$ cat src/rtl/light_pkg.sv
// Shared definitions for the light_fade slice: key codes, channel state
// encoding and the ASCII-to-channel map.
package light_pkg;

  // Lowercase ASCII codes of the twelve note keys, in channel order.
  localparam logic [7:0] KEY_Z = 8'h7A;
  localparam logic [7:0] KEY_S = 8'h73;
  localparam logic [7:0] KEY_X = 8'h78;
  localparam logic [7:0] KEY_D = 8'h64;
  localparam logic [7:0] KEY_C = 8'h63;
  localparam logic [7:0] KEY_V = 8'h76;
  localparam logic [7:0] KEY_G = 8'h67;
  localparam logic [7:0] KEY_B = 8'h62;
  localparam logic [7:0] KEY_H = 8'h68;
  localparam logic [7:0] KEY_N = 8'h6E;
  localparam logic [7:0] KEY_J = 8'h6A;
  localparam logic [7:0] KEY_M = 8'h6D;

  // Channel state encoding; 2'd3 is unused and recovers to OFF.
  localparam logic [1:0] ST_OFF  = 2'd0;
  localparam logic [1:0] ST_ON   = 2'd1;
  localparam logic [1:0] ST_FADE = 2'd2;

  // Result of a key lookup: hit=0 means the code is not a note key.
  typedef struct packed {
    logic       hit;
    logic [3:0] idx;
  } key_map_t;

  // Map an ASCII code to its channel index.
  function automatic key_map_t key_to_index(input logic [7:0] key);
    key_map_t res;
    res.hit = 1'b1;
    res.idx = 4'd0;
    case (key)
      KEY_Z:   res.idx = 4'd0;
      KEY_S:   res.idx = 4'd1;
      KEY_X:   res.idx = 4'd2;
      KEY_D:   res.idx = 4'd3;
      KEY_C:   res.idx = 4'd4;
      KEY_V:   res.idx = 4'd5;
      KEY_G:   res.idx = 4'd6;
      KEY_B:   res.idx = 4'd7;
      KEY_H:   res.idx = 4'd8;
      KEY_N:   res.idx = 4'd9;
      KEY_J:   res.idx = 4'd10;
      KEY_M:   res.idx = 4'd11;
      default: begin
        res.hit = 1'b0;
        res.idx = 4'd0;
      end
    endcase
    return res;
  endfunction

endpackage

$ cat src/rtl/light_channel.sv
// One note channel: OFF/ON/FADE state plus its brightness register.
module light_channel
  import light_pkg::*;
#(
  parameter int PWM_BITS = 8
) (
  input  logic                clk,
  input  logic                rst,
  input  logic                press_i,
  input  logic                release_i,
  input  logic                fade_tick_i,
  output logic [PWM_BITS-1:0] bright_o,
  output logic [1:0]          state_o
);

  localparam logic [PWM_BITS-1:0] BRIGHT_MAX  = {PWM_BITS{1'b1}};
  localparam logic [PWM_BITS-1:0] BRIGHT_ZERO = {PWM_BITS{1'b0}};
  localparam logic [PWM_BITS-1:0] BRIGHT_ONE  = PWM_BITS'(1);

  logic [1:0]          state_d, state_q;
  logic [PWM_BITS-1:0] bright_d, bright_q;

  // Next state: a press always wins, even over a fade tick on the same edge.
  always_comb begin
    state_d  = state_q;
    bright_d = bright_q;
    if (press_i) begin
      state_d  = ST_ON;
      bright_d = BRIGHT_MAX;
    end else begin
      case (state_q)
        ST_ON: begin
          if (release_i) begin
            state_d = ST_FADE;
          end else begin
            state_d = ST_ON;
          end
          bright_d = BRIGHT_MAX;
        end
        ST_FADE: begin
          if (fade_tick_i) begin
            bright_d = bright_q - BRIGHT_ONE;
            if (bright_q == BRIGHT_ONE) begin
              state_d = ST_OFF;
            end else begin
              state_d = ST_FADE;
            end
          end else begin
            state_d  = ST_FADE;
            bright_d = bright_q;
          end
        end
        ST_OFF: begin
          state_d  = ST_OFF;
          bright_d = BRIGHT_ZERO;
        end
        default: begin
          state_d  = ST_OFF;
          bright_d = BRIGHT_ZERO;
        end
      endcase
    end
  end

  // State and brightness registers; reset dominates any event.
  always_ff @(posedge clk) begin
    if (rst) begin
      state_q  <= ST_OFF;
      bright_q <= BRIGHT_ZERO;
    end else begin
      state_q  <= state_d;
      bright_q <= bright_d;
    end
  end

  assign bright_o = bright_q;
  assign state_o  = state_q;

endmodule

$ cat src/rtl/light_fade.sv
// Keyboard-driven LED fader: key decode, shared fade prescaler, shared PWM
// counter and per-channel PWM output registers.
module light_fade
  import light_pkg::*;
#(
  parameter int NUM_NOTES = 12,
  parameter int PWM_BITS  = 8,
  parameter int FADE_DIV  = 65536
) (
  input  logic                 clk,
  input  logic                 rst,
  input  logic                 inValid,
  input  logic                 inRelease,
  input  logic [7:0]           inKey,
  output logic [NUM_NOTES-1:0] outLED,
  output logic                 outBusy
);

  localparam int PRE_W = (FADE_DIV > 1) ? $clog2(FADE_DIV) : 1;
  localparam logic [PRE_W-1:0]    PRE_LAST  = PRE_W'(FADE_DIV - 1);
  localparam logic [PRE_W-1:0]    PRE_ZERO  = {PRE_W{1'b0}};
  localparam logic [PRE_W-1:0]    PRE_ONE   = PRE_W'(1);
  localparam logic [PWM_BITS-1:0] PWM_ZERO  = {PWM_BITS{1'b0}};
  localparam logic [PWM_BITS-1:0] PWM_ONE   = PWM_BITS'(1);
  localparam logic [NUM_NOTES-1:0] LED_ZERO = {NUM_NOTES{1'b0}};

  key_map_t             key_map_s;
  logic                 key_hit_s;
  logic [NUM_NOTES-1:0] press_s;
  logic [NUM_NOTES-1:0] release_s;
  logic                 fade_tick_s;

  logic [PRE_W-1:0]     pre_d, pre_q;
  logic [PWM_BITS-1:0]  pwm_d, pwm_q;
  logic [NUM_NOTES-1:0] led_d, led_q;
  logic                 busy_d, busy_q;

  logic [PWM_BITS-1:0]  bright_s [NUM_NOTES];
  logic [1:0]           state_s  [NUM_NOTES];

  // Decode the key event into one-hot press/release strobes; keys beyond
  // NUM_NOTES are dropped here so the channels never see them.
  always_comb begin
    key_map_s = key_to_index(inKey);
    key_hit_s = key_map_s.hit && (int'(key_map_s.idx) < NUM_NOTES);
    press_s   = LED_ZERO;
    release_s = LED_ZERO;
    for (int i = 0; i < NUM_NOTES; i++) begin
      if (inValid && key_hit_s && (int'(key_map_s.idx) == i)) begin
        press_s[i]   = ~inRelease;
        release_s[i] = inRelease;
      end else begin
        press_s[i]   = 1'b0;
        release_s[i] = 1'b0;
      end
    end
  end

  // Free-running prescaler and PWM counter; the tick fires on the terminal count.
  always_comb begin
    fade_tick_s = (pre_q == PRE_LAST);
    if (fade_tick_s) begin
      pre_d = PRE_ZERO;
    end else begin
      pre_d = pre_q + PRE_ONE;
    end
    pwm_d = pwm_q + PWM_ONE;
  end

  // Per-channel PWM compare and the any-channel-active flag.
  always_comb begin
    led_d  = LED_ZERO;
    busy_d = 1'b0;
    for (int i = 0; i < NUM_NOTES; i++) begin
      led_d[i] = (pwm_q < bright_s[i]);
      busy_d   = busy_d | (state_s[i] != ST_OFF);
    end
  end

  // Shared counters and registered outputs.
  always_ff @(posedge clk) begin
    if (rst) begin
      pre_q  <= PRE_ZERO;
      pwm_q  <= PWM_ZERO;
      led_q  <= LED_ZERO;
      busy_q <= 1'b0;
    end else begin
      pre_q  <= pre_d;
      pwm_q  <= pwm_d;
      led_q  <= led_d;
      busy_q <= busy_d;
    end
  end

  for (genvar g = 0; g < NUM_NOTES; g++) begin : g_chan
    light_channel #(
      .PWM_BITS (PWM_BITS)
    ) u_chan (
      .clk         (clk),
      .rst         (rst),
      .press_i     (press_s[g]),
      .release_i   (release_s[g]),
      .fade_tick_i (fade_tick_s),
      .bright_o    (bright_s[g]),
      .state_o     (state_s[g])
    );
  end

  assign outLED  = led_q;
  assign outBusy = busy_q;

endmodule

$ cat config.mk
export PLATFORM = sky130hd
export DESIGN_NAME = light_fade
export DESIGN_NICKNAME = d
export VERILOG_FILES = /design/src/rtl/light_pkg.sv /design/src/rtl/light_channel.sv /design/src/rtl/light_fade.sv
export SDC_FILE = /design/constraint.sdc
export NUM_CORES = 1
export LEC_CHECK = 0
export ABC_AREA = 1
export CAP_MARGIN = 20
export CORE_AREA = 2 2 143 145
export DETAILED_ROUTE_END_ITERATION = 10
export DIE_AREA = 0 0 145 147
export PLACE_DENSITY = 0.74
export SLEW_MARGIN = 25
export SYNTH_ARGS = -nofsm -noshare
export SYNTH_HDL_FRONTEND = slang
export SYNTH_SLANG_ARGS = --single-unit
$ cat constraint.sdc
create_clock -name clk -period 3.2 [get_ports clk]
set_clock_uncertainty 0.1 [all_clocks]
set_input_delay 0.64 -clock clk [delete_from_list [all_inputs] [get_ports clk]]
set_output_delay 0.64 -clock clk [all_outputs]
set_load 0.005 [all_outputs]
Yosys cells after proc, flatten, opt, wreduce, memory -nomap -nowiden
Cells that the tools add are included.

Add/subtract/negate cells: 14. Magnitude comparators: 13. Equal/unequal tests: 72. Multiplexer cells: 122. Bitwise logic cells: 12. Reductions and logical operators: 41.

Operators with widths (count): 8-bit 2-to-1 mux (24); 8-bit one-hot mux with 2 select lines (12); 8-bit by 1-bit == test with 1-bit output, second input constant (12); 8-bit by 7-bit == test with 1-bit output, second input constant (12); 8-bit less-than comparator (12); 8-bit by 1-bit subtractor with 8-bit output, second input constant (12); 2-bit 2-to-1 mux (36); 2-bit one-hot mux with 2 select lines (12); 4-bit one-hot mux with 11 select lines (1); 1-bit 2-to-1 mux (37); 3-bit by 2-bit != test with 1-bit output, second input constant (12); 4-bit == test, second input constant (8); 2-bit OR reduction (13); 2-bit by 1-bit == test with 1-bit output, second input constant (12); 2-bit == test, second input constant (12); 2-bit nonzero test (12); 16-bit by 1-bit adder with 16-bit output, second input constant (1); 16-bit == test, second input constant (1); 1-bit logical AND (14); 12-bit OR reduction (1); 1-bit bitwise OR (11); 8-bit by 1-bit adder with 8-bit output, second input constant (1); 4-bit by 3-bit == test with 1-bit output, second input constant (2); 4-bit by 2-bit == test with 1-bit output, second input constant (1); 3 further kinds (3).

Flip-flop bits (word level): 157. Output and inout bits: 13. Logic and storage cells: 314.

Depth between registers and ports, before layout
Gate-level depths: netlist of run 1.

Depth after elaboration: 12. Mapped depth: 13. Depth with buffers taken out: 13.

Hierarchy
Synthesis of run 1 repeated with hierarchy kept, for this count alone.

Cell total of the unflattened synthesis: 1748. Area, all modules: 11564.8 µm².

Modules (own cells, without submodules): light_channel (instances 12, cells each 98, area each 635.6 µm², seq. area each 200.2 µm²); light_fade (instances 1, cells each 572, area each 3937.5 µm², seq. area each 740.7 µm²).

Worst setup path before layout of run 1
No wires, ideal clock.

Kind: input -> register. Start point: in inKey[7]. End point: reg g_chan[11].u_chan.state_q[1]. Setup time: 119 ps. Arrival time: 1819 ps. Data required time: 2981 ps. Slack: 1161 ps. Stages: 12. Path buffers: 0. Cell sequence: inv_1 -> nand2_1 -> nor2_4 -> nand2_1 -> nand2_1 -> nor2_1 -> nand3_2 -> nand2_4 -> nor2_2 -> nand2_2 -> nand2_1 -> a21oi_1.

Longest elaborated chain between the ends: 9.

RTL lines: start, declared (line light_fade.sv:14) `input logic [7:0] inKey,`; 8-bit by 7-bit == test with 1-bit output (line light_pkg.sv:35) `case (key)`; 4-bit one-hot mux with 11 select lines / 12-bit OR reduction (equally long branches); 4-bit less-than comparator / 1-bit 2-to-1 mux (equally long branches) (line light_fade.sv:45, light_pkg.sv:35); 1-bit logical AND (line light_fade.sv:45) `key_hit_s = key_map_s.hit && (int'(key_map_s.idx) < NUM_NOTES);`; 1-bit logical AND (line light_fade.sv:49) `if (inValid && key_hit_s && (int'(key_map_s.idx) == i)) begin`; 1-bit logical AND (*) (line light_fade.sv:49); 1-bit 2-to-1 mux (line light_fade.sv:49); 2-bit 2-to-1 mux (line light_channel.sv:33) `if (release_i) begin`; 2-bit one-hot mux with 2 select lines (line light_channel.sv:31) `case (state_q)`; end signal, assigned (line light_channel.sv:71) `state_q <= state_d;`; end, declared (line light_channel.sv:20) `logic [1:0] state_d, state_q;`.

Every way passes the cells marked *; elsewhere a longest branch is shown, timed or not. A chain may end at the register's enable or synchronous reset.

Final worst setup path of run 1
Start point: in inKey[6]. End point: reg g_chan[5].u_chan.bright_q[6].

Longest elaborated chain between the ends: 8.

RTL lines: 8-bit by 7-bit == test with 1-bit output (line light_pkg.sv:35); 4-bit one-hot mux with 11 select lines / 12-bit OR reduction (equally long branches); 4-bit less-than comparator / 1-bit 2-to-1 mux (equally long branches) (line light_fade.sv:45, light_pkg.sv:35); 1-bit logical AND (line light_fade.sv:45); 1-bit logical AND (line light_fade.sv:49); 1-bit logical AND (*) (line light_fade.sv:49); 1-bit 2-to-1 mux (*) (line light_fade.sv:49); 3-bit by 2-bit != test with 1-bit output (no line) / 8-bit 2-to-1 mux (equally long branches); end signal, assigned (line light_channel.sv:72) `bright_q <= bright_d;`; end, declared (line light_channel.sv:21) `logic [PWM_BITS-1:0] bright_d, bright_q;`.

Marks and branches as above.

==> results of run 1 <==
-- synth_stat cells, drive strengths merged, types with 16 or more instances --
library cell / number / area, um2
o211ai: 16 / 120
nor3: 38 / 190
nor2: 157 / 636
nand4: 31 / 209
nand2: 268 / 1060
inv: 291 / 1100
a21oi: 212 / 1060
clkbuf: 21 / 78.8
ha: 146 / 1830
nand3: 89 / 488
dfxtp: 157 / 3140
o21ai: 160 / 805
a31oi: 18 / 113
-- cells by family after synthesis --
group,share of synthesized area (%)
buffers and inverters,10.8
adders and majority gates,16.2
DFF,27.8
xor gates and xnor gates,1.71
AOI/OAI and AO/OA,20.0
and+or+nand+nor,23.5
-- layout make-up --
class,instances,share of cell area [%]
clock inverter,15,1.59
sequential,157,25.2
inverter,293,8.85
clock buffer,17,3.41
timing repair buffer,39,2.80
multi-input combinational,1189,55.5
tap,270,2.70
-- final timing paths --
path,slack [ps],cells after the start,endpoint,start
worst max-delay path,700,11,g_chan[5].u_chan.bright_o[6],inKey[6]
worst min-delay path,350,1,pre_q[0],pre_q[0]
worst max register to register,770,8,g_chan[7].u_chan.bright_o[1],pre_q[0]
worst min register to register,350,1,pre_q[0],pre_q[0]
-- power groups by stage --
stage,Clock (mW),Combinational (mW),Sequential [mW]
2_1_floorplan,0,0.138,2.03
3_3_place_gp,0,0.231,2.04
3_5_place_dp,0,0.236,2.04
4_1_cts,2.21,0.237,1.99
5_1_grt,2.28,0.264,2.00
6_report,2.19,0.236,2.00
-- through the flow --
stage / instances / hold slack [ps] / instance area [um2]
6_report: 1980 / 349 / 12500
5_1_grt: 1980 / 370 / 12500
4_1_cts: 1980 / 353 / 12500
3_5_place_dp: 1948 / 343 / 11900
3_3_place_gp: 1948 / 334 / 11900
2_1_floorplan: 1665 / 318 / 11300
-- worst max-delay path, delay by kind of cell --
| family | cells | cell delay, ps |
|---|---|---|
| AND/OR/NAND/NOR | 8 | 1250 |
| AO/OA/AOI/OAI | 1 | 220 |
| buffers and inverters | 2 | 630 |
-- state kept, by name, summed over array words and instances, names as in the netlist --
signal,flops
g_chan.u_chan.state_o,24
pre_q,16
pwm_q,8
outLED,12
outBusy,1
g_chan.u_chan.bright_o,96
-- per-layer routing --
| layer | wire length [um] | part of all wire, % |
|---|---|---|
| met3 | 1880 | 6.6 |
| met5 | 0 | 0 |
| met1 | 13000 | 46 |
| met4 | 471 | 1.7 |
| met2 | 13000 | 46 |
==> flow_summary_export.csv, run 1 <==
group,metric,value,unit
pwr,p_sw_share,24.5,%
logic_synthesis,ys.flop_type,"dfxtp_1",
global_routing,grt_antenna_before_repair,0,
timing,setup_viol,0,
clock_network,postCtsSetupRepairBufs,0,
route,drt_iter0_drc,696,
route,wire_per_inst,14.3,um
clock_network,clkTransAtPathRegs,70,ps
clock_network,root_buffer,"clkbuf_16",
floorplanning,die-area,0.0213,mm2
route,drcViolationCount,0,
logic_synthesis,synth_edf_count,0,
timing,finalSetupTns,0,ps
logic_synthesis,synth_cell_types,42,
finish,postLayoutCoreUtil,62.9,%
logic_synthesis,syn-num-nets,1823,
logic_synthesis,synth-seq-area-share,27.8,%
timing,grt_setup_unrepaired,"false",
clock_network,cts_buffers,17,
global_routing,grt_use_met2,44.1,%
logic_synthesis,syn_area_per_cell,6.78,um2
global_routing,grtUsageMet1,36.4,%
timing,layout_worst_path_cycle_share,78.2,%
clock_network,clock_sinks,157,
clock_network,cts_tree,"built",
global_routing,grt_overflow,0,
worst_setup_path,startpoint_type,"input pin",
timing,period_needed,2500,ps
pwr,switching_power,1.09,mW
timing,worst_pin_slew,897,ps
floorplanning,pin_count,25,
finish,area_delta_synth_final,10.6,%
global_routing,global_route.usage.met3,3.94,%
finish,diodes,0,
global_routing,grt.busiest_layer,"met2",
worst_setup_path,crit_path_end_kind,"flip-flop",
job,drv_cap,0,
pwr,vdd_drop_max,0.347,mV
floorplanning,fp.dieW,145,um
logic_synthesis,synth.yosys.warnings,0,
placement,dpl.hpwl,20700,um
placement,pre_cts_ws,264,ps
worst_setup_path,crit_path_frequent_cell,"nand2_1",
timing,fmax,0.400,GHz
floorplanning,design.core.area,0.0198,mm2
floorplanning,num_rows,52,
timing,slew_headroom,40.2,%
route,wl,28400,um
worst_setup_path,crit_fanout,10,
logic_synthesis,syn_inst,1665,
pwr,p_per_area,354,mW/mm2
global_routing,grt_pass1_wl,47100,um
route,dr.pass1.iters,6,
finish,final_cell_mix,"285 x inv_1, 258 x nand2_1, 211 x a21oi_1",
pwr,power_frac_comb,5.3,%
logic_synthesis,ys_ff_latch,157,
clock_network,cts_max_level,4,
placement,portBuffers,24,
logic_synthesis,netlist_area,0.0113,mm2
worst_setup_path,path_class,"in -> reg",
global_routing,grt_usage,26.7,%
timing,worst_slack,697,ps
worst_hold_path,worstHoldPathType,"reg -> reg",
floorplanning,die_h,147,um
pwr,p_clk_share,49.5,%
worst_setup_path,cp_slowest_cell,"clkdlybuf4s50_1",
timing,finalHoldViolCount,0,
clock_network,hold_buffers,0,
route,via_per_inst,5.55,
worst_setup_path,cp.required,3460,ps
worst_setup_path,path_cells,"clkdlybuf4s50_1, nand2_1, nor2_1, nand2_1, nand2_1, nor2_1, nand3_2, nand2_4, inv_4, nand3_2, a21oi_1",
finish,drive_above_1_share,5.09,%
pwr,internal-power,3.34,mW
finish,fill_cells,1800,
placement,place_congestion,0.928,
pwr,seqPwrFrac,45.1,%
clock_network,clk_latency,440,ps
pwr,p_leak,5.46,nW
finish,nets,1855,
route,vias,11000,
pwr,power,4.42,mW
finish,seqCellArea,0.00314,mm2
timing,slew_violations,0,
finish,multi_input_comb_area,0.00693,mm2
worst_setup_path,worstPathArrival,2760,ps
route,ant_nets,0,
floorplanning,initial_core_util,56.9,%
global_routing,grt_pass1_vias,9959,
clock_network,cts_resized,0,
worst_setup_path,worst_path_largest_cell_delay,460,ps
run_status,status,"completed",
logic_synthesis,ys_async_sr_fraction,0,%
finish,final_common_cell,"inv_1",
global_routing,grt_max_degree,81,
clock_network,clock_path_buffers,2,
(Power assumes the default switching activity.)
==> run 2, diff against run 1 <==
- PLACE_DENSITY: 0.74 -> 0.77
- clock period: 3.2 -> 2.2 ns (I/O delays scaled with it)
==> flow_summary_export.csv, run 2 (synthesis results as in run 1) <==
group,metric,value,unit
run_status,status,"completed",
finish,final_common_cell,"inv_1",
global_routing,grt_overflow,0,
clock_network,hold_buffers,0,
timing,layout_worst_path_cycle_share,95.2,%
finish,drive_above_1_share,8.53,%
timing,worst_pin_slew,780,ps
clock_network,clock_sinks,157,
job,drv_cap,0,
finish,final_cell_mix,"284 x inv_1, 255 x nand2_1, 209 x a21oi_1",
pwr,p_sw_share,23.7,%
finish,nets,1905,
timing,hold_ws,131,ps
worst_setup_path,r2r_slack,110,ps
worst_hold_path,min_from,"rst",
worst_setup_path,crit_fanout,8,
worst_hold_path,whs_endpoint,"g_chan[0].u_chan.bright_o[0]",
clock_network,root_buffer,"clkbuf_16",
global_routing,grt_pass1_vias,10400,
route,drcViolationCount,0,
worst_hold_path,holdPathStages,2,
placement,dpl.hpwl,21200,um
floorplanning,fp.dieW,145,um
pwr,p_per_area,471,mW/mm2
timing,setup_viol,0,
clock_network,clock_path_buffers,2,
pwr,seqPwrFrac,47.5,%
worst_hold_path,worstHoldPathType,"in -> reg",
placement,place_congestion,0.927,
pwr,switching_power,1.44,mW
pwr,power_frac_comb,6.3,%
worst_setup_path,startpoint_type,"flip-flop",
route,wire_per_inst,14.4,um
worst_setup_path,path_class,"reg -> reg",
worst_setup_path,rr_endpoint,"g_chan[5].u_chan.bright_o[5]",
worst_setup_path,worstPathArrival,2270,ps
route,via_per_inst,5.52,
placement,pre_cts_ws,-432,ps
floorplanning,initial_core_util,56.9,%
global_routing,grt_max_degree,70,
route,wl,29300,um
worst_setup_path,cp.required,2380,ps
pwr,p_clk_share,46.2,%
clock_network,clkTransAtPathRegs,70,ps
floorplanning,die_h,147,um
worst_setup_path,reg2reg_from,"pre_q[0]",
finish,postLayoutCoreUtil,65.3,%
floorplanning,pin_count,25,
timing,period_needed,2090,ps
timing,slew_headroom,48.0,%
route,vias,11200,
finish,largest_reg_flops,96,
clock_network,cts_tree,"built",
timing,finalSetupTns,0,ps
clock_network,cts_buffers,17,
global_routing,grt_pass1_wl,48300,um
finish,fin_cells,2029,
finish,diodes,0,
global_routing,grt_usage,27.2,%
clock_network,cts_max_level,4,
pwr,p_leak,5.72,nW
global_routing,grt_antenna_before_repair,0,
placement,placed_cells,1991,
route,dr.pass1.iters,6,
floorplanning,num_rows,52,
worst_setup_path,crit_path_end_kind,"flip-flop",
pwr,vdd_drop_max,0.542,mV
timing,grt_setup_unrepaired,"true",
finish,fin_area,0.0130,mm2
timing,slew_violations,0,
finish,area_delta_synth_final,14.7,%
placement,dpl-instance-area,0.0122,mm2
route,ant_nets,0,
clock_network,clk_latency,420,ps
pwr,power,6.10,mW
timing,fmax,0.478,GHz
finish,fill_cells,1808,
pwr,internal-power,4.66,mW
timing,finalHoldViolCount,0,
floorplanning,die-area,0.0213,mm2
timing,worst_slack,107,ps
floorplanning,design.core.area,0.0198,mm2
route,drt_iter0_drc,1062,
worst_setup_path,reg2reg_depth,11,
placement,portBuffers,24,
[run 2: cell types whose count changed in the layout (fill, tap and decap cells not counted), moves of 3 or more]
cell             delta
inv_8               -3
nand2_1             -3
nor2_1              -7
buf_12              +4
inv_6               -5
dlymetal6s2s_1      +4
clkdlybuf4s50_1     -4
clkinvlp_4          +5
buf_4              +44
nor2_2              +5
clkbuf_1            +3
[run 2: worst max path at each step]
stage | endpoint | slack, ps | from
2_1_floorplan | g_chan[4].u_chan.bright_o[4] | 330 | pre_q[0]
4_1_cts | g_chan[5].u_chan.bright_o[4] | 0.8 | pre_q[0]
3_3_place_gp | g_chan[0].u_chan.state_o[1] | -380 | inKey[6]
3_5_place_dp | g_chan[0].u_chan.state_o[1] | -430 | inKey[6]
6_report | g_chan[5].u_chan.bright_o[5] | 110 | pre_q[0]
5_1_grt | g_chan[11].u_chan.bright_o[5] | -20 | pre_q[1]
[run 2: power by group through the flow]
stage	clock, mW	combinational (mW)	sequential (mW)
global placement	0	0.369	2.96
floorplan	0	0.201	2.96
detailed placement	0	0.373	2.96
global route	2.98	0.426	2.90
CTS	2.86	0.377	2.89
finish	2.82	0.386	2.90
[run 2: cell type report]
| cell class | count | area, um2 | area share [%] |
|---|---|---|---|
| repair buffers | 89 | 797 | 6.15 |
| flip-flops and latches | 157 | 3150 | 24.3 |
| multi-input cells | 1189 | 7020 | 54.1 |
| clock inverters | 9 | 90.1 | 0.695 |
| inverters | 293 | 1110 | 8.55 |
| clock buffers | 22 | 464 | 3.58 |
| well taps | 270 | 338 | 2.61 |
[run 2: what timing repair did]
item	4_1_cts	5_1_grt
resized for setup	1	34
endpoints found under the setup margin	5	99
pin swaps	1	8
buffers inserted	1	6
[run 2: critical path, stage by stage (launching register included)]
cell and delay (ps):
dfxtp_2 360, ha_4 140, nand3_2 100, nor2_4 160
nand3_4 110, nor2_8 270, inv_6 90, buf_4 180
nand2_4 90, nand3_1 80, a21oi_1 150, a21oi_1 90
[run 2: metal layers]
layer / vias to the layer above / share of wire, % / track usage, %
li1: 5681 / - / -
met1: 5078 / 44 / 34.5
met2: 377 / 46 / 45.7
met3: 69 / 6.5 / 4.66
met4: 0 / 3.3 / 12.1
met5: - / 0 / 0
==> run 3, diff against run 2 <==
- PLACE_DENSITY: 0.77 -> not set
- PLACE_DENSITY_LB_ADDON: not set -> 0.08
==> flow_summary_export.csv, run 3 (synthesis results as in run 1) <==
group,metric,value,unit
finish,final_cell_mix,"286 x inv_1, 255 x nand2_1, 211 x a21oi_1",
clock_network,hold_buffers,0,
route,via_per_inst,5.49,
route,wire_per_inst,14.4,um
route,drcViolationCount,0,
pwr,power_frac_comb,6.3,%
pwr,switching_power,1.52,mW
finish,fill_cells,1848,
floorplanning,num_rows,52,
floorplanning,initial_core_util,56.9,%
global_routing,grt_usage,27.5,%
route,dr.pass1.iters,8,
pwr,p_leak,5.76,nW
worst_setup_path,crit_fanout,8,
global_routing,grt_pass1_vias,10300,
global_routing,grt_pass1_wl,48700,um
run_status,status,"completed",
floorplanning,die-area,0.0213,mm2
finish,final_common_cell,"inv_1",
clock_network,cts_buffers,17,
worst_setup_path,crit_path_end_kind,"flip-flop",
floorplanning,design.core.area,0.0198,mm2
clock_network,clkTransAtPathRegs,70,ps
route,vias,11200,
worst_setup_path,reg2reg_from,"pre_q[1]",
worst_setup_path,startpoint,"pre_q[1]",
job,drv_cap,0,
floorplanning,pin_count,25,
floorplanning,die_h,147,um
timing,setup_viol,0,
route,ant_nets,0,
finish,drive_above_1_share,9.02,%
placement,portBuffers,24,
global_routing,grt_antenna_before_repair,0,
worst_setup_path,cp-endpoint,"g_chan[2].u_chan.bright_o[5]",
worst_hold_path,worstHoldPathType,"in -> reg",
finish,largest_reg_flops,96,
worst_setup_path,reg2reg_depth,14,
worst_setup_path,startpoint_type,"flip-flop",
placement,dpl-instance-area,0.0123,mm2
timing,slew_violations,0,
finish,fin_area,0.0130,mm2
global_routing,grt_overflow,0,
pwr,p_sw_share,24.7,%
pwr,internal-power,4.64,mW
placement,place_congestion,0.922,
floorplanning,fp.dieW,145,um
timing,worst_pin_slew,597,ps
route,drt_iter0_drc,757,
worst_setup_path,cp.required,2440,ps
route,wl,29400,um
timing,finalHoldViolCount,0,
worst_setup_path,path_class,"reg -> reg",
timing,grt_setup_unrepaired,"true",
pwr,p_clk_share,46.6,%
placement,dpl.hpwl,21300,um
global_routing,grt_max_degree,64,
finish,area_delta_synth_final,15.3,%
worst_setup_path,worstPathArrival,2370,ps
clock_network,clock_sinks,157,
timing,slew_headroom,60.1,%
timing,period_needed,2130,ps
timing,fmax,0.470,GHz
clock_network,root_buffer,"clkbuf_16",
worst_setup_path,rr_endpoint,"g_chan[2].u_chan.bright_o[5]",
pwr,vdd_drop_max,0.491,mV
finish,diodes,0,
pwr,p_per_area,474,mW/mm2
finish,nets,1919,
pwr,seqPwrFrac,47.0,%
worst_setup_path,r2r_slack,70,ps
finish,postLayoutCoreUtil,65.6,%
clock_network,cts_max_level,4,
timing,layout_worst_path_cycle_share,96.6,%
clock_network,clock_path_buffers,2,
clock_network,clk_latency,440,ps
clock_network,cts_tree,"built",
==> run 3: cell count changes in the layout (fill, tap and decap cells not counted), moves of 2 or more <==
cell	delta
a21oi_1	+2
a21oi_2	-2
buf_4	+16
clkbuf_1	-2
clkdlybuf4s50_1	+2
dlymetal6s2s_1	-2
inv_1	+2
inv_6	+2
nor2_1	+3
nor2_2	-2
==> run 3: worst min path at each step <==
stage                                       startpoint                            to  slack [ps]  depth (start not counted)
after floorplan                               pre_q[0]                      pre_q[0]         320                          1
after global placement    g_chan[9].u_chan.bright_o[1]  g_chan[9].u_chan.bright_o[1]         380                          2
after detailed placement                     pre_q[13]                     pre_q[13]         390                          2
after CTS                                          rst  g_chan[8].u_chan.bright_o[5]         330                          2
after global routing                               rst  g_chan[1].u_chan.bright_o[5]         350                          2
final                                              rst  g_chan[8].u_chan.bright_o[5]         340                          2
==> run 3: critical path: stages, from the launching register on <==
cell and delay (ps):
dfxtp_2 350, ha_4 140, nand3_2 110, nor2_4 180
nand3_4 120, nor2_8 150, buf_12 150, buf_4 110
nor2_2 40, inv_1 210, nand2_1 90, a21oi_1 130
nand2_1 60, nand2_1 50, inv_1 30
==> run 3: cell type report <==
cell class	instances	area (um2)	share of cell area [%]
clock inverters	12	113	0.865
repair buffers	103	877	6.74
well taps	270	338	2.59
clock buffers	19	443	3.40
flip-flops and latches	157	3150	24.2
multi-input cells	1189	7000	53.8
inverters	293	1100	8.49
==> run 3: what timing repair did <==
action / in CTS / in global routing
gates resized for setup: 1 / 22
pin swaps: 1 / 10
buffers inserted: 0 / 8
endpoints found under the setup margin: 5 / 77
==> run 3: power by group through the flow <==
stage          sequential, mW  clock (mW)  combinational, mW
2_1_floorplan            2.96           0              0.201
3_3_place_gp             2.96           0              0.378
3_5_place_dp             2.96           0              0.383
4_1_cts                  2.90        2.91              0.386
5_1_grt                  2.90        3.03              0.434
6_report                 2.90        2.87              0.391
==> run 3: metal layers <==
layer	vias to the layer above	GRT usage, %	share of wire, %
met5	-	0	0
met4	0	7.18	1.8
met3	49	4.38	4.9
met2	275	46.3	47
met1	5192	36.9	47
li1	5700	-	-
==> run 3: per-stage QoR <==
step | worst slack (ps) | power [mW] | instances | setup TNS (ps) | hold slack (ps)
global placement | -318 | 3.34 | 2004 | -25520 | 380
floorplan | 328 | 3.16 | 1665 | 0 | 318
global route | -41.5 | 6.37 | 2043 | -185 | 352
CTS | 3.53 | 6.19 | 2035 | 0 | 327
finish | 74.1 | 6.16 | 2043 | 0 | 344
detailed placement | -345 | 3.34 | 2004 | -28870 | 388
==> variant: new RTL, flow settings as in run 2 <==
Reset style: asynchronous (`rst`), changed in 2 clocked blocks.
--- a/src/rtl/light_channel.sv
+++ b/src/rtl/light_channel.sv
@@ -65,3 +65,3 @@
   // State and brightness registers; reset dominates any event.
-  always_ff @(posedge clk) begin
+  always_ff @(posedge clk or posedge rst) begin
     if (rst) begin
--- a/src/rtl/light_fade.sv
+++ b/src/rtl/light_fade.sv
@@ -80,3 +80,3 @@
   // Shared counters and registered outputs.
-  always_ff @(posedge clk) begin
+  always_ff @(posedge clk or posedge rst) begin
     if (rst) begin
Behaviour: differs if rst is asserted again (counterexample within 4 cycles, from zero or initial values and one cycle with rst high); with rst held inactive, the same outputs for 4 cycles.
==> variant against run 2 <==
Non-clock buffer count fell by 5. Count of clock-buffer cells in the layout fell by 5. Cell area rose by 3.5%. Synthesized area rose by 2.9%. Highest routed layer unchanged. Worst hold slack improved by 230 ps. Core utilization rose by 2.3 points. Via count fell by 2.9%. Setup slack got worse by 49 ps. Largest cell class unchanged. Critical endpoint is now g_chan[8].u_chan.state_o[1]$_DFF_PP0_. Sequential cell count did not move. Routed wire length rose by 3.7%.
Power is not compared: it rests on default switching activity, and its combinational part moved more than twofold at a synthesized area within 25%.
==> variant: results <==
group,metric,value,unit
hold_path,min_from,"pre_q[0]$_DFF_PP0_",
synth,async_reset_ff_share,100.0,%
cells_and_area,nNetsFinal,1746,
cells_and_area,num-fill-cells,1644,
pwr,leakage,6.702,nW
placed_design,gp_congestion,0.9193,
routing,highest_layer,"met4",
routing,drt-vias-per-instance,5.812,
pwr,vdd_drop_max,0.0005065,V
clock_network,clock_latency,430,ps
synth,ys_top_cells_by_area,"dfrtp_1 (34%), ha_1 (16%), nand2_1 (8.2%), inv_1 (6.7%), nand3_1 (6.0%)",
global_routing,antenna_found_initial,1,
clock_network,cts_buffer_depth,2,
synth,ys_warn_count,0,
hold_path,hold_path.class,"flop to flop",
timing,tightestPinTransition,545.9,ps
pwr,comb_cell_power,1.15,mW
clock_network,cts_buffers,17,
hold_path,holdPathStages,1,
run_status,status,"finished clean",
routing,m1WireLength,13200,microns
placed_design,dpl_worst_slack,-440.6,ps
routing,first_pass_iters,6,
routing,wl_met2,14550,microns
worst_setup_path,cp.arrival,2400,ps
clock_network,cts_resized,3,
routing,routed_wl,30360,microns
placed_design,hpwlAfterDp,20780,microns
synth,ys_seq_area_share,33.79,%
pwr,seq_power_share,41.8,%
pwr,p_int,5.343,mW
global_routing,grt_pass1_wl,49850,microns
global_routing,use_met3,5.093,%
routing,drtIter0Drc,842,
worst_setup_path,startpoint,"inKey[3]",
global_routing,grt_use_met1,36.81,%
worst_setup_path,cp_max_fo,5,
synth,synth_edf_count,0,
clock_network,post-cts-setup-buffers,0,
clock_network,htree_levels,4,
global_routing,grt_pass1_vias,10260,
placed_design,io_buffers,24,
cells_and_area,drive_gt1_share,10.44,%
clock_network,cts-root-buf,"clkbuf_16",
routing,met3_length,1593,microns
worst_setup_path,r2r_cells,9,
global_routing,grt_max_degree,71,
cells_and_area,largest_reg_flops,96,
clock_network,clk_pin_slew,60,ps
worst_setup_path,reg2reg_from,"pre_q[0]$_DFF_PP0_",
global_routing,grt_util_met2,47.98,%
synth,ys_types,42,
global_routing,grtUsageTotal,28.51,%
synth,ys_top_cells_by_count,"nand2_1 (255), inv_1 (208), dfrtp_1 (157)",
timing,slew_viol_final,0,
[variant: layout make-up]
type                            count  area, sq um  share of cell area (%)
Timing Repair Buffer               84        747.0                   5.569
Antenna cell                        1        2.502                 0.01866
Clock inverter                     14        192.7                   1.437
Inverter                          215        818.3                   6.101
Multi-Input combinational cell   1113         6960                   51.89
Clock buffer                       17        425.4                   3.172
Sequential cell                   157         3929                   29.29
Tap cell                          270        337.8                   2.519
[variant: path summary, 6_finish.rpt]
check | endpoint | slack (ps)
hold / removal | pre_q[0]$_DFF_PP0_ | 360
hold reg to reg | pre_q[0]$_DFF_PP0_ | 360
setup reg to reg | g_chan[10].u_chan.bright_o[4]$_DFFE_PP0P_ | 140
max in group asynchronous | g_chan[10].u_chan.bright_o[4]$_DFFE_PP0P_ | 1250
min in group asynchronous | g_chan[1].u_chan.bright_o[7]$_DFFE_PP0P_ | 390
setup / recovery | g_chan[8].u_chan.state_o[1]$_DFF_PP0_ | 60
[variant: cell families after synthesis]
group | Yosys count | share of synthesized area [%]
xor gates and xnor gates | 16 | 1.205
and+or+nand+nor | 590 | 23.54
buffers and inverters | 233 | 7.985
AOI/OAI and AO/OA | 357 | 17.77
DFF | 157 | 33.79
adders and majority gates | 146 | 15.71
[variant: worst max-delay path: stages]
cell and delay [ps]:
clkdlybuf4s50_1 530, nand2_1 120, nor2_1 180, nor2_1 70, nand2_1 60, nand2_1 120, buf_4 170, nor2_1 150
buf_4 200, buf_4 120, nand4_1 90, a21oi_1 140
[variant: stage by stage]
step                util (%)  instance area (sq um)  power (mW)  cells
global route           67.59                  13410       7.800   1871
detailed placement     63.20                  12540       4.298   1832
finish                 67.59                  13410       7.471   1871
floorplan                  -                  11630       3.975   1499
CTS                    66.37                  13170       7.477   1863
global placement       63.20                  12540       4.256   1832
